==> src/rtl/i2c_req_arbiter.sv <==
// -----------------------------------------------------------------------------
// i2c_req_arbiter
//
// Round-robin arbiter and sequencer that shares one I2C_Master between
// NUM_REQ on-chip requesters. The winning requester's slave address and data
// byte are captured on the grant edge and presented to the master. The
// master's start handshake is driven until busy is seen. Completion is taken
// from the falling busy flag and reported as a one-cycle done pulse, or, when
// the watchdog is built, as a one-cycle err pulse on timeout.
//
// Optional feature macro: I2C_ARB_TIMEOUT_EN
//   defined   : per-transaction watchdog of TIMEOUT_CYCLES clk cycles; err
//               pulses for the owning requester on expiry.
//   undefined : no watchdog logic, err tied low, START/WAIT_DONE wait forever.
//
// Parameters
//   NUM_REQ         number of requesters (2..8)
//   TIMEOUT_CYCLES  watchdog limit in clk cycles (used with the watchdog only)
//
// Ports
//   clk        in   system clock, rising edge
//   rst        in   asynchronous, active-low reset
//   req        in   [NUM_REQ]    bit i high: requester i wants a transaction
//   req_addr   in   [7*NUM_REQ]  slave address of requester i at [7i+6:7i]
//   req_data   in   [8*NUM_REQ]  data byte of requester i at [8i+7:8i]
//   gnt        out  [NUM_REQ]    one-hot owner of the master
//   done       out  [NUM_REQ]    one-cycle pulse on normal completion
//   err        out  [NUM_REQ]    one-cycle pulse on watchdog abort
//   m_addr     out  [7]          slave address to I2C_Master
//   m_data     out  [8]          data byte to I2C_Master
//   m_start    out              start level to I2C_Master (start_tx)
//   m_busy     in               I2C_Master busy flag
//   idle       out              high while the FSM is in IDLE
//   dbg_state  out  [2]          current FSM state (IDLE=0, START=1,
//                                WAIT_DONE=2, DONE=3)
//
// Handshake: req[i] acts as a valid that the requester holds until it is
// served; gnt[i] is the acceptance and stays high for the whole transaction;
// done[i] (or err[i]) closes it. A requester drops req[i] in the cycle it sees
// done[i]/err[i], otherwise it is treated as a fresh request. Dropping req
// after the grant does not cancel the transaction. Toward the master, m_start
// is a valid that is held until m_busy is sampled high (the ready), and the
// transaction is complete when m_busy is next sampled low.
// -----------------------------------------------------------------------------
module i2c_req_arbiter #(
    parameter int NUM_REQ        = 4,
    parameter int TIMEOUT_CYCLES = 500000
) (
    input  logic                 clk,
    input  logic                 rst,
    input  logic [NUM_REQ-1:0]   req,
    input  logic [7*NUM_REQ-1:0] req_addr,
    input  logic [8*NUM_REQ-1:0] req_data,
    output logic [NUM_REQ-1:0]   gnt,
    output logic [NUM_REQ-1:0]   done,
    output logic [NUM_REQ-1:0]   err,
    output logic [6:0]           m_addr,
    output logic [7:0]           m_data,
    output logic                 m_start,
    input  logic                 m_busy,
    output logic                 idle,
    output logic [1:0]           dbg_state
);

    localparam int PTR_W = $clog2(NUM_REQ);

    if (NUM_REQ < 2 || NUM_REQ > 8 || TIMEOUT_CYCLES < 2) begin : g_param_check
        $error("i2c_req_arbiter: NUM_REQ must be 2..8 and TIMEOUT_CYCLES >= 2");
    end

    typedef enum logic [1:0] {
        IDLE      = 2'd0,
        START     = 2'd1,
        WAIT_DONE = 2'd2,
        DONE      = 2'd3
    } state_t;

    state_t             state, state_n;
    logic [PTR_W-1:0]   ptr, ptr_n;
    logic [NUM_REQ-1:0] gnt_n, done_n;
    logic [6:0]         m_addr_n;
    logic [7:0]         m_data_n;
    logic               m_start_n;

    // Round-robin search: first set req bit starting just after the last
    // winner, wrapping modulo NUM_REQ. The last winner itself is checked last.
    logic [PTR_W-1:0]   win;
    logic               win_vld;
    logic [6:0]         win_addr;
    logic [7:0]         win_data;
    logic [NUM_REQ-1:0] win_onehot;
    logic [NUM_REQ-1:0] ptr_onehot;

    always_comb begin
        int idx;
        logic [PTR_W-1:0] cand;
        idx     = 0;
        cand    = '0;
        win     = '0;
        win_vld = 1'b0;
        for (int k = 1; k <= NUM_REQ; k++) begin
            idx  = (int'(ptr) + k) % NUM_REQ;
            cand = PTR_W'(idx);
            if (!win_vld && req[cand]) begin
                win     = cand;
                win_vld = 1'b1;
            end
        end
    end

    // Slice selection with constant offsets keeps the mux regular.
    always_comb begin
        win_addr = '0;
        win_data = '0;
        for (int i = 0; i < NUM_REQ; i++) begin
            if (PTR_W'(i) == win) begin
                win_addr = req_addr[7*i +: 7];
                win_data = req_data[8*i +: 8];
            end
        end
    end

    assign win_onehot = {{(NUM_REQ-1){1'b0}}, 1'b1} << win;
    assign ptr_onehot = {{(NUM_REQ-1){1'b0}}, 1'b1} << ptr;

`ifdef I2C_ARB_TIMEOUT_EN
    localparam int WD_W = $clog2(TIMEOUT_CYCLES);

    logic [WD_W-1:0]    wd;
    logic               wd_expired;
    logic [NUM_REQ-1:0] err_n;

    assign wd_expired = (state == START || state == WAIT_DONE) &&
                        (wd == WD_W'(TIMEOUT_CYCLES - 1));

    // Cleared on the grant edge, counts every cycle the master is owned.
    always_ff @(posedge clk or negedge rst) begin
        if (!rst) begin
            wd <= '0;
        end else if (state == IDLE && win_vld) begin
            wd <= '0;
        end else if (state == START || state == WAIT_DONE) begin
            wd <= wd + WD_W'(1);
        end
    end
`endif

    // Next-state and next-output logic; every output is registered below.
    always_comb begin
        state_n   = state;
        ptr_n     = ptr;
        gnt_n     = gnt;
        done_n    = '0;
        m_addr_n  = m_addr;
        m_data_n  = m_data;
        m_start_n = m_start;
`ifdef I2C_ARB_TIMEOUT_EN
        err_n     = '0;
        // Watchdog abort takes priority over a same-cycle busy transition so
        // that exactly one of done/err fires per transaction.
        if (wd_expired) begin
            m_start_n = 1'b0;
            gnt_n     = '0;
            err_n     = ptr_onehot;
            state_n   = DONE;
        end else
`endif
        begin
            case (state)
                IDLE: begin
                    if (win_vld) begin
                        gnt_n     = win_onehot;
                        m_addr_n  = win_addr;
                        m_data_n  = win_data;
                        m_start_n = 1'b1;
                        ptr_n     = win;
                        state_n   = START;
                    end
                end
                START: begin
                    if (m_busy) begin
                        m_start_n = 1'b0;
                        state_n   = WAIT_DONE;
                    end
                end
                WAIT_DONE: begin
                    if (!m_busy) begin
                        gnt_n   = '0;
                        done_n  = ptr_onehot;
                        state_n = DONE;
                    end
                end
                DONE: begin
                    state_n = IDLE;
                end
                default: begin
                    state_n = IDLE;
                end
            endcase
        end
    end

    always_ff @(posedge clk or negedge rst) begin
        if (!rst) begin
            state   <= IDLE;
            ptr     <= PTR_W'(NUM_REQ - 1);
            gnt     <= '0;
            done    <= '0;
            m_addr  <= '0;
            m_data  <= '0;
            m_start <= 1'b0;
            idle    <= 1'b1;
        end else begin
            state   <= state_n;
            ptr     <= ptr_n;
            gnt     <= gnt_n;
            done    <= done_n;
            m_addr  <= m_addr_n;
            m_data  <= m_data_n;
            m_start <= m_start_n;
            idle    <= (state_n == IDLE);
        end
    end

`ifdef I2C_ARB_TIMEOUT_EN
    always_ff @(posedge clk or negedge rst) begin
        if (!rst) begin
            err <= '0;
        end else begin
            err <= err_n;
        end
    end
`else
    assign err = '0;
`endif

    assign dbg_state = state;

endmodule

==> config.mk <==
export PLATFORM = sky130hd
export DESIGN_NAME = i2c_req_arbiter
export DESIGN_NICKNAME = d
export VERILOG_FILES = /design/src/rtl/i2c_req_arbiter.sv
export SDC_FILE = /design/constraint.sdc
export NUM_CORES = 1
export LEC_CHECK = 0
export BUFFER_PORTS_ARGS = -buffer_cell sky130_fd_sc_hd__buf_2
export CAP_MARGIN = 10
export CORE_MARGIN = 5
export CORE_UTILIZATION = 30
export CTS_CLUSTER_SIZE = 14
export DETAILED_ROUTE_END_ITERATION = 7
export PLACE_DENSITY = 0.62
export SETUP_SLACK_MARGIN = 0.02
export SYNTH_ARGS = -nofsm -noshare
export SYNTH_HDL_FRONTEND = slang
export SYNTH_SLANG_ARGS = --single-unit
==> constraint.sdc <==
create_clock -name clk -period 6.9 [get_ports clk]
set_input_delay 0.345 -clock clk [delete_from_list [all_inputs] [get_ports clk]]
set_output_delay 0.345 -clock clk [all_outputs]
set_load 0.01 [all_outputs]
==> results.tsv <==
metric	value	unit
status	finished clean	
most repeated cell in the gate-level netlist after synthesis	sky130_fd_sc_hd__dfrtp_1	
wire length of the first global-routing pass	9.78	mm
unrepaired setup endpoints after global routing	false	
data required time at the worst endpoint	7.10	ns
Remaining DRCs	0	
number of standard cells after synthesis	203	
total overflow reported by the global router	0	
TritonRoute pass-1 iters	4	
Mean Syn Cell Area	10.3	um2
Sink Count	29	
worst-case clock buffer depth	2	
overall fraction of global-route tracks in use	14.1	%
sum of net half-perimeters after detailed placement	4.55	mm
final total negative setup slack	0	ns
Critical Path AT	3.68	ns
clock tree root buffer cell	sky130_fd_sc_hd__clkbuf_8	
floorplan core area	6790	um2
sort of element at the end of the critical path	register	
drt wl/cell	15.5	um
met1 usage	18.0	%
final-report setup violation count	0	
weighted congestion reported at the end of routability-driven placement	0.811	
Worst VDD drop	186	uV
hold buffers post-CTS	0	
Post-CTS Resized	0	
Worst Skew	0.00711	ns
share of post-route cells with drive strength above 1	44.7	%
Slew HR	36.4	%
met2 Usage GRT	23.5	%
average via count per standard cell	5.03	
Top-Level Pins	98	
fraction of synthesized cell area taken by the top area cell type	31.2	%
most common flop cell mapped by yosys	sky130_fd_sc_hd__dfrtp_1	
Leakage	1.29	nW
Worst Hold Slack	0.114	ns
count of port buffers added during placement	93	
# rows	30	
top achievable clock speed	0.287	GHz
FF/Latch Area	729	um2
Max H-tree Level	2	
GRT busiest layer	met2	
vias after detailed routing	1947	
peak fanout along the critical path	36	
R2R Path Start	ptr[0]	
CTS tree	built	
Commonest cells post-synth	sky130_fd_sc_hd__dfrtp_1, sky130_fd_sc_hd__nand2_1, sky130_fd_sc_hd__o22ai_1	
Filler Cells Inserted	700	
remaining number of nets flagged by the antenna check after routing	0	
transition time at the pin with the least slew margin	0.953	ns
cell taking the most area after synthesis	sky130_fd_sc_hd__dfrtp_1	
post-synthesis to final-layout area growth	26.6	%
worst min path class	in -> async	
antenna violations before repair	0	
summed instance area of the synthesized netlist	2080	um2
startpoint type of the worst setup path	register	
clock latency of the later-clocked register in the worst-skew pair	0.28	ns
start point of the critical path	ptr[0]	
number of synthesized flops with an enable pin	0	
Routed Wire Length	6.02	mm
die extent in x	93.3	um
height of the die	93.3	um
number of warnings issued by yosys	0	
Max-Cap Viols	0	
total power per unit cell area	529	nW/um2
number of cells after detailed placement	379	
#FFs+latches synth	29	
max-slew violations	0	
fraction of registers with async set or reset after synthesis	100	%
distinct cell type count of the synthesized netlist	54	
critical path class	reg -> reg	
area occupied by multi-input gates	1220	um2
violation count after the first detailed-routing iteration	87	
pin count of the biggest net entering global routing	37	
final worst path period share	50.5	%
number of standard cells in the layout, taps in and fillers out	387	
nets	361	
effective utilization at floorplan	30.7	%
final antenna diode count	0	
Die ar.	8710	um2
crit path time final	3.48	ns
post-synthesis sequential area ratio	35.0	%
final hold vios	0	
GR met3 Demand/Resource	3.46	%
post-CTS setup buffer count	0	
largest cells by area after synthesis	sky130_fd_sc_hd__dfrtp_1, sky130_fd_sc_hd__mux2i_1, sky130_fd_sc_hd__mux4_2	
CTS Buf Count	5	
vias in the first global route	1999	
post-CTS clock slew at the launch and capture registers of the worst setup and hold paths	0.06	ns
## cells in the final DEF, fill, tap and decap left out, types with 2 or more instances in the layout
master / n
sky130_fd_sc_hd__nor3_1: 8
sky130_fd_sc_hd__clkbuf_8: 5
sky130_fd_sc_hd__dfrtp_1: 26
sky130_fd_sc_hd__inv_1: 2
sky130_fd_sc_hd__buf_4: 2
sky130_fd_sc_hd__mux2i_1: 12
sky130_fd_sc_hd__o21ai_1: 4
sky130_fd_sc_hd__a22o_1: 2
sky130_fd_sc_hd__nand2_1: 24
sky130_fd_sc_hd__and2_1: 4
sky130_fd_sc_hd__a21oi_2: 8
sky130_fd_sc_hd__nand2b_1: 2
sky130_fd_sc_hd__mux4_2: 4
sky130_fd_sc_hd__conb_1: 4
sky130_fd_sc_hd__a41o_1: 8
sky130_fd_sc_hd__clkbuf_1: 3
sky130_fd_sc_hd__dfstp_2: 3
sky130_fd_sc_hd__buf_2: 93
sky130_fd_sc_hd__o22ai_1: 14
sky130_fd_sc_hd__o21ai_2: 2
sky130_fd_sc_hd__a221o_1: 2
sky130_fd_sc_hd__nor3b_1: 2
sky130_fd_sc_hd__nor2_1: 8
sky130_fd_sc_hd__ha_1: 4
sky130_fd_sc_hd__a32o_1: 2
sky130_fd_sc_hd__a22oi_1: 10
sky130_fd_sc_hd__a21o_1: 5
sky130_fd_sc_hd__a21oi_1: 3
## state kept, by name (all words and copies together) (netlist names)
signal     cells
gnt            4
done           4
dbg_state      2
m_start        1
idle           1
m_addr         7
m_data         8
ptr            2
## per-layer routing
metal	part of all wire (%)	routed length (um)
met5	0	0
met4	1.4	85
met3	7.2	433
met2	49	2920
met1	43	2580
## final timing paths
check	to	slack, ns	cells past startpoint
hold reg to reg	m_addr[2]	0.48	1
setup reg to reg	m_data[5]	3.42	10
max in group asynchronous	m_data[2]	6.34	1
setup / recovery	m_data[5]	3.42	10
min in group clk	m_data[1]	0.32	3
hold / removal	m_addr[1]	0.11	1
## cell type report
cell class / instances / area share, %
multi-input cells: 156 / 46.1
repair buffers: 95 / 18.2
inverters: 3 / 0.427
clock buffers: 8 / 3.04
well taps: 96 / 4.55
flip-flops and latches: 29 / 27.7
## worst max-delay path, stage by stage (launching register included)
cell	delay (ns)
sky130_fd_sc_hd__dfstp_2	0.74
sky130_fd_sc_hd__inv_1	0.16
sky130_fd_sc_hd__ha_1	0.51
sky130_fd_sc_hd__mux4_2	0.46
sky130_fd_sc_hd__nor2b_4	0.18
sky130_fd_sc_hd__o21ai_2	0.09
sky130_fd_sc_hd__a32oi_4	0.17
sky130_fd_sc_hd__buf_4	0.40
sky130_fd_sc_hd__or2_1	0.40
sky130_fd_sc_hd__o22ai_1	0.16
sky130_fd_sc_hd__a21oi_2	0.13
## cell families after synthesis
family                   count (synthesis)  synth area share [%]
AO/OA/AOI/OAI                           68                  27.1
AND/OR/NAND/NOR                         61                  16.3
flip-flops                              29                  35.0
buffers and inverters                   21                  7.15
multiplexers                            18                  11.4
adder cells (fa/ha/maj)                  4                  2.40
other                                    1                 0.180
XOR/XNOR                                 1                 0.420
## power breakdown
group	switching [mW]	internal, mW
Sequential	0.0615	0.254
Combinational	0.534	0.413
Clock	0.0614	0.0715
## metrics by stage
stage | util [%] | area, um2 | power, mW | setup slack, ns
5_1_grt | 38.8 | 2640 | 1.52 | 3.15
2_1_floorplan | - | 2090 | 1.11 | 3.77
4_1_cts | 38.8 | 2640 | 1.41 | 3.41
6_report | 38.8 | 2640 | 1.40 | 3.42
3_3_place_gp | 37.6 | 2560 | 1.26 | 3.46
3_5_place_dp | 37.6 | 2560 | 1.27 | 3.42
No activity file was read; power rests on OpenSTA's default activity.
